<file path="config.mk">
export PLATFORM = sky130hd
export DESIGN_NAME = sync_ptr_gray_flat
export DESIGN_NICKNAME = d
export VERILOG_FILES = /design/src/rtl/sync_ptr_gray_if.sv /design/src/rtl/sync_ptr_gray.sv /design/src/flat_wrapper.sv
export SDC_FILE = /design/constraint.sdc
export NUM_CORES = 1
export LEC_CHECK = 0
export CORE_ASPECT_RATIO = 2
export CORE_MARGIN = 5
export CORE_UTILIZATION = 30
export CTS_BUF_LIST = sky130_fd_sc_hd__clkbuf_4
export CTS_CLUSTER_DIAMETER = 30
export DETAILED_ROUTE_END_ITERATION = 7
export SYNTH_ARGS = -nofsm -noshare
export SYNTH_HDL_FRONTEND = slang
export SYNTH_SLANG_ARGS = --single-unit
</file>
<file path="constraint.sdc">
create_clock -name clk -period 4.6 [get_ports clk]
set_clock_uncertainty 0.2 [all_clocks]
set_input_delay 0.69 -clock clk [delete_from_list [all_inputs] [get_ports clk]]
set_output_delay 0.69 -clock clk [all_outputs]
set_load 0.03 [all_outputs]
</file>
<file path="src/rtl/sync_ptr_gray_if.sv">
// Pointer synchroniser bus: pointer from the far clock domain in, synchronised
// pointer, update pulse, advance amount and step-error flag out.
interface sync_ptr_gray_if #(
    parameter int WIDTH = 8
);
    logic [WIDTH-1:0] ptr_async;
    logic             err_clr;
    logic [WIDTH-1:0] ptr_sync;
    logic [WIDTH-1:0] ptr_sync_gray;
    logic             ptr_update;
    logic [WIDTH-1:0] ptr_delta;
    logic             step_err;

    // Side that owns the far-domain pointer and consumes the results.
    modport master (
        output ptr_async,
        output err_clr,
        input  ptr_sync,
        input  ptr_sync_gray,
        input  ptr_update,
        input  ptr_delta,
        input  step_err
    );

    // The synchroniser itself.
    modport slave (
        input  ptr_async,
        input  err_clr,
        output ptr_sync,
        output ptr_sync_gray,
        output ptr_update,
        output ptr_delta,
        output step_err
    );
endinterface

</file>
<file path="src/rtl/sync_ptr_gray.sv">
// Gray-coded FIFO pointer synchroniser.
// Brings a pointer from the opposite clock domain through a STAGES-deep flop
// chain, converts it to binary, and reports when it moved, by how much, and
// whether the move was an illegal multi-bit Gray step.
module sync_ptr_gray #(
    parameter int WIDTH   = 8,
    parameter int STAGES  = 2,
    parameter int GRAY_IN = 1,
    parameter int CHECK   = 1
) (
    input  logic          clk,
    input  logic          rst,
    sync_ptr_gray_if.slave bus
);

    // Refuse to build outside the supported parameter ranges.
    generate
        if (STAGES < 2 || STAGES > 4) begin : g_bad_stages
            $error("sync_ptr_gray: STAGES must be in 2..4");
        end
        if (WIDTH < 2 || WIDTH > 16) begin : g_bad_width
            $error("sync_ptr_gray: WIDTH must be in 2..16");
        end
    endgenerate

    // The step check only makes sense for a Gray-coded source.
    localparam bit CHECK_EN = (GRAY_IN != 0) && (CHECK != 0);

    // Standard Gray to binary: each binary bit is the XOR of all Gray bits at
    // and above it.
    function automatic logic [WIDTH-1:0] gray_to_bin(input logic [WIDTH-1:0] g);
        logic [WIDTH-1:0] b;
        b[WIDTH-1] = g[WIDTH-1];
        for (int i = WIDTH - 2; i >= 0; i--) begin
            b[i] = b[i+1] ^ g[i];
        end
        return b;
    endfunction

    // True when more than one bit is set: clearing the lowest set bit leaves
    // something behind.
    function automatic logic multi_bit(input logic [WIDTH-1:0] v);
        return (v & (v - WIDTH'(1))) != {WIDTH{1'b0}};
    endfunction

    logic [WIDTH-1:0] sync_r [STAGES];
    logic [WIDTH-1:0] last_s;
    logic [WIDTH-1:0] bin_s;
    logic             changed_s;
    logic             step_bad_s;

    logic [WIDTH-1:0] ptr_sync_r;
    logic [WIDTH-1:0] ptr_sync_gray_r;
    logic             ptr_update_r;
    logic [WIDTH-1:0] ptr_delta_r;
    logic             step_err_r;

    // Synchroniser chain; the first flop samples the far-domain pointer raw.
    always_ff @(posedge clk) begin
        if (rst) begin
            for (int i = 0; i < STAGES; i++) begin
                sync_r[i] <= {WIDTH{1'b0}};
            end
        end else begin
            sync_r[0] <= bus.ptr_async;
            for (int i = 1; i < STAGES; i++) begin
                sync_r[i] <= sync_r[i-1];
            end
        end
    end

    assign last_s = sync_r[STAGES-1];

    // Decode the settled pointer and compare it with what was last published.
    always_comb begin
        bin_s      = last_s;
        step_bad_s = 1'b0;
        if (GRAY_IN != 0) begin
            bin_s = gray_to_bin(last_s);
        end else begin
            bin_s = last_s;
        end
        changed_s = (last_s != ptr_sync_gray_r);
        if (CHECK_EN) begin
            step_bad_s = multi_bit(last_s ^ ptr_sync_gray_r);
        end else begin
            step_bad_s = 1'b0;
        end
    end

    // Output stage: publish the pointer, pulse on change, capture the advance
    // and latch illegal steps (a new error beats a simultaneous clear).
    always_ff @(posedge clk) begin
        if (rst) begin
            ptr_sync_r      <= {WIDTH{1'b0}};
            ptr_sync_gray_r <= {WIDTH{1'b0}};
            ptr_update_r    <= 1'b0;
            ptr_delta_r     <= {WIDTH{1'b0}};
            step_err_r      <= 1'b0;
        end else begin
            ptr_sync_gray_r <= last_s;
            ptr_sync_r      <= bin_s;
            ptr_update_r    <= changed_s;
            if (changed_s) begin
                ptr_delta_r <= bin_s - ptr_sync_r;
            end
            if (changed_s && step_bad_s) begin
                step_err_r <= 1'b1;
            end else if (bus.err_clr) begin
                step_err_r <= 1'b0;
            end
        end
    end

    assign bus.ptr_sync      = ptr_sync_r;
    assign bus.ptr_sync_gray = ptr_sync_gray_r;
    assign bus.ptr_update    = ptr_update_r;
    assign bus.ptr_delta     = ptr_delta_r;
    assign bus.step_err      = step_err_r;

endmodule

</file>
<file path="src/flat_wrapper.sv">
// flat-port wrapper written by rule: the top's interface ports become plain ports
module sync_ptr_gray_flat 
#(
    parameter int WIDTH   = 8,
    parameter int STAGES  = 2,
    parameter int GRAY_IN = 1,
    parameter int CHECK   = 1
)
  (clk, rst, bus_ptr_async, bus_err_clr, bus_ptr_sync, bus_ptr_sync_gray, bus_ptr_update, bus_ptr_delta, bus_step_err);
  sync_ptr_gray_if #(.WIDTH(WIDTH)) bus_i ();
  input  logic clk;
  input  logic rst;
  input wire logic [$bits(bus_i.ptr_async)-1:0] bus_ptr_async;
  input wire logic [$bits(bus_i.err_clr)-1:0] bus_err_clr;
  output wire logic [$bits(bus_i.ptr_sync)-1:0] bus_ptr_sync;
  output wire logic [$bits(bus_i.ptr_sync_gray)-1:0] bus_ptr_sync_gray;
  output wire logic [$bits(bus_i.ptr_update)-1:0] bus_ptr_update;
  output wire logic [$bits(bus_i.ptr_delta)-1:0] bus_ptr_delta;
  output wire logic [$bits(bus_i.step_err)-1:0] bus_step_err;
  assign bus_i.ptr_async = bus_ptr_async;
  assign bus_i.err_clr = bus_err_clr;
  assign bus_ptr_sync = bus_i.ptr_sync;
  assign bus_ptr_sync_gray = bus_i.ptr_sync_gray;
  assign bus_ptr_update = bus_i.ptr_update;
  assign bus_ptr_delta = bus_i.ptr_delta;
  assign bus_step_err = bus_i.step_err;
  sync_ptr_gray #(.WIDTH(WIDTH), .STAGES(STAGES), .GRAY_IN(GRAY_IN), .CHECK(CHECK)) u_core (.clk(clk), .rst(rst), .bus(bus_i));
endmodule
</file>
==> key figures <==
CTS
  – # hold bufs at CTS: 0
  – Clock latency on the worst-skew pair: ~0.35 ns
  – H-tree depth: 2
  – CTS resizes: 0
  – Root Buffer: clkbuf_4
  – TritonCTS Buffers: 5
  – Clock tree buffer depth: 2
  – Clk pin slew, worst setup/hold paths: 0.13 ns
  – CTS tree: built
  – Clk sinks: 41
  – Post-CTS Setup Repair Bufs: 0

Synth
  – Post-synth top area share: 45.5%
  – Synthesized Nets: roughly 200
  – Avg Inst Size Synth: about 10 um^2
  – Post-synth top flop: dfxtp_1
  – #FFs+latches synth: 41
  – Post-synth EDFFs: 0
  – Yosys top cell by area: dfxtp_1
  – Count of cell types in the netlist: 37
  – Most frequent cell after synthesis: dfxtp_1
  – Synth top area cells: dfxtp_1 46%, nor2b_1 11%, ha_1 4.9%
  – Post-synthesis sequential area ratio: 45.5%
  – Synth Warn #: 0
  – Post-Synthesis Cells: roughly 180
  – Fraction of registers with async set/reset: 0%
  – Synth cell count leaders: 41 x dfxtp_1, 32 x nor2b_1, 14 x nor2_1
  – Synthesized area: around 1800 um^2

Power and ir drop
  – Switching fraction of total power: around 34%
  – Pleak: 0.944 nW
  – Gate power share: a little over a third
  – Cell Int Power: around 0.00067 W
  – Peak supply drop: just over 0.2 mV
  – Total power: just over 0.001 W
  – Pwr dens: 442 nW/um^2
  – Sw power: 0.000344 W
  – Clk pwr share: 23.5%
  – Seq pwr share: between 40% and 50%

STA
  – Highest clock rate: about 300 MHz
  – Max_slew headroom: a little over half
  – # setup viols final: 0
  – Setup TNS: 0 ns
  – Minimum clock period after layout: between 3 and 4 ns
  – Final Max Slew Viols: 0
  – Worst Tran Pin Value: roughly 0.68 ns
  – RSZ-0062 raised after global routing: false
  – Final hold violation count: 0
  – Worst hold slack: ~0.24 ns
  – Period utilization: between 70 and 80%

Setup path
  – R2R Path Start: u_core.sync_r[0][15]
  – Reg2reg path depth: 11
  – Critical Path Source: u_core.sync_r[0][15]
  – Worst r2r dst: u_core.bus.ptr_delta[6]
  – Critical Path RT: about 4.7 ns
  – CP Capture Type: flop
  – Crit-path max cell delay: roughly 0.52 ns
  – Crit-path cells: xor3_2, xnor3_2, xor2_4, xnor2_2, ha_1, fa_1, nor2b_1, o31a_1, o311ai_0, mux2i_1, nor2_1
  – Worst-case register-to-register setup slack: 1.26 ns
  – Critical path endpoint: u_core.bus.ptr_delta[6]
  – Critical path's slowest cell: xor3_2
  – Max FO, Critical Path: 4
  – CP Class: reg -> reg
  – Startpoint types: flop
  – Critical path arrival: between 3 and 4 ns

Final layout
  – Reg area: approximately 820 um^2
  – Final nets: 239
  – Design Area, Final: approximately 2300 um^2
  – Area growth, synth to finish: 27.6%
  – Filler instances: between 500 and 600
  – Layout cells sized above 1: under 10%
  – Layout Cells excl Fill: 285
  – Multi-input gate area: 906 um^2

Floorplanning
  – Core footprint: 5960 um^2
  – Cell row count: 40
  – Die area: just under 8000 um^2
  – Die width: around 65 um
  – Initial Util: between 30 and 40%
  – Boundary Pins: 37
  – Chip height: approximately 120 um

Global route
  – Largest net degree at the start of global routing: 42
  – Global-route wire length before repair: just under 6000 um
  – Initial antenna violation count: 1
  – Via count of the first global-routing pass: ~1,300
  – Total gr overflow: 0
  – GR Util All Layers: about a tenth

Routing
  – Wire length per cell: approximately 12 um
  – Post-DR vias/cell: ~4.7
  – Drt pass-1 iters: 4
  – Via count: between 1,000 and 1,500
  – # DRC: 0
  – Initial drt markers: 23
  – Routed WL: around 3600 um
  – Final ANT Viol Nets: 0

Flow run
  – Total of max-cap violations: 0

Status
  – Status: complete, no violations

Placement
  – I/O Buffers: 36
  – Post-DP Area: 2210 um^2
  – Cells after DPL: roughly 280
  – Placer congestion estimate: between 0.7 and 0.8
  – Placed wire-length estimate: between 2000 and 3000 um

Worst hold path
  – Worst Hold Class: reg -> reg
  – Hold Path Origin: u_core.sync_r[0][2]
## power by group through the flow
stage               Clock [W]  Combinational (W)  Sequential, W
floorplan                   0           0.000188       0.000486
global placement            0           0.000361       0.000426
detailed placement          0           0.000365       0.000426
CTS                  0.000251           0.000366       0.000418
global route         0.000263           0.000394       0.000424
finish               0.000239           0.000361       0.000417
## metal layers
layer | vias up | track usage [%] | share of wire [%]
li1 | 690 | - | -
met1 | 612 | 9.39 | 38
met2 | 29 | 18.2 | 55
met3 | 9 | 2.34 | 3.4
met4 | 0 | 7.55 | 4.2
met5 | - | 0 | 0
## layout make-up
class,count,area share (%)
tap,63,3.43
inverter,11,1.79
antenna,1,0.109
clock inverter,3,2.01
timing repair buffer,37,16.0
clock buffer,5,1.63
sequential,41,35.7
multi-input combinational,124,39.4
## state kept, by name, summed over array words and instances, names as in the netlist
signal,cells
u_core.bus.ptr_delta,8
u_core.bus.ptr_sync,8
u_core.bus.ptr_sync_gray,7
u_core.bus.ptr_update,1
u_core.bus.step_err,1
u_core.sync_r,16
## worst min-delay path by stage
stage | endpoint | slack (ns) | cells after the start
after global placement | u_core.sync_r[0][12] | 0.22 | 1
after global routing | u_core.sync_r[0][10] | 0.26 | 1
after detailed placement | u_core.sync_r[0][15] | 0.23 | 1
after floorplan | u_core.sync_r[0][10] | 0.21 | 1
after CTS | u_core.sync_r[0][10] | 0.25 | 1
final | u_core.sync_r[0][10] | 0.24 | 1
## critical path: cells and delay by family, from the launching register on
family	cells	cell delay (ns)
DFF	1	0.42
AOI/OAI and AO/OA	2	0.29
adders and majority gates	2	0.62
xor gates and xnor gates	4	1.31
muxes	1	0.15
and+or+nand+nor	2	0.25
## through the flow
stage	utilization (%)	setup slack [ns]
6_report	38.6	1.26
3_5_place_dp	37.2	1.26
3_3_place_gp	37.2	1.33
4_1_cts	38.6	1.24
5_1_grt	38.6	1.06
2_1_floorplan	-	1.45
## cell usage in the layout (no fill, tap or decap), drive strengths merged, types with 2 or more instances in the layout
cell | netlist | layout
a211oi | 2 | 2
a21oi | 5 | 5
a31oi | 3 | 3
and3 | 2 | 2
clkbuf | 6 | 5
clkdlybuf4s50 | 0 | 36
dfxtp | 41 | 41
ha | 7 | 7
inv | 11 | 11
mux2i | 4 | 4
nand2 | 4 | 4
nand2b | 3 | 3
nand3 | 3 | 3
nand4 | 2 | 2
nor2 | 14 | 14
nor2b | 32 | 32
nor3 | 3 | 3
o21a | 3 | 3
o21ai | 8 | 8
o311ai | 2 | 2
xnor2 | 7 | 7
xor2 | 8 | 8
## kinds of logic (layout without fill, tap and decap cells)
kind of cell,Yosys count,in the layout,synth area share (%)
other,0,1,0
adders and majority gates,8,8,5.97
buffers and inverters,19,56,4.23
and+or+nand+nor,67,67,20.5
AOI/OAI and AO/OA,28,28,10.1
xor gates and xnor gates,17,17,11.5
DFF,41,41,45.5
muxes,4,4,2.22
(Power assumes the default switching activity.)
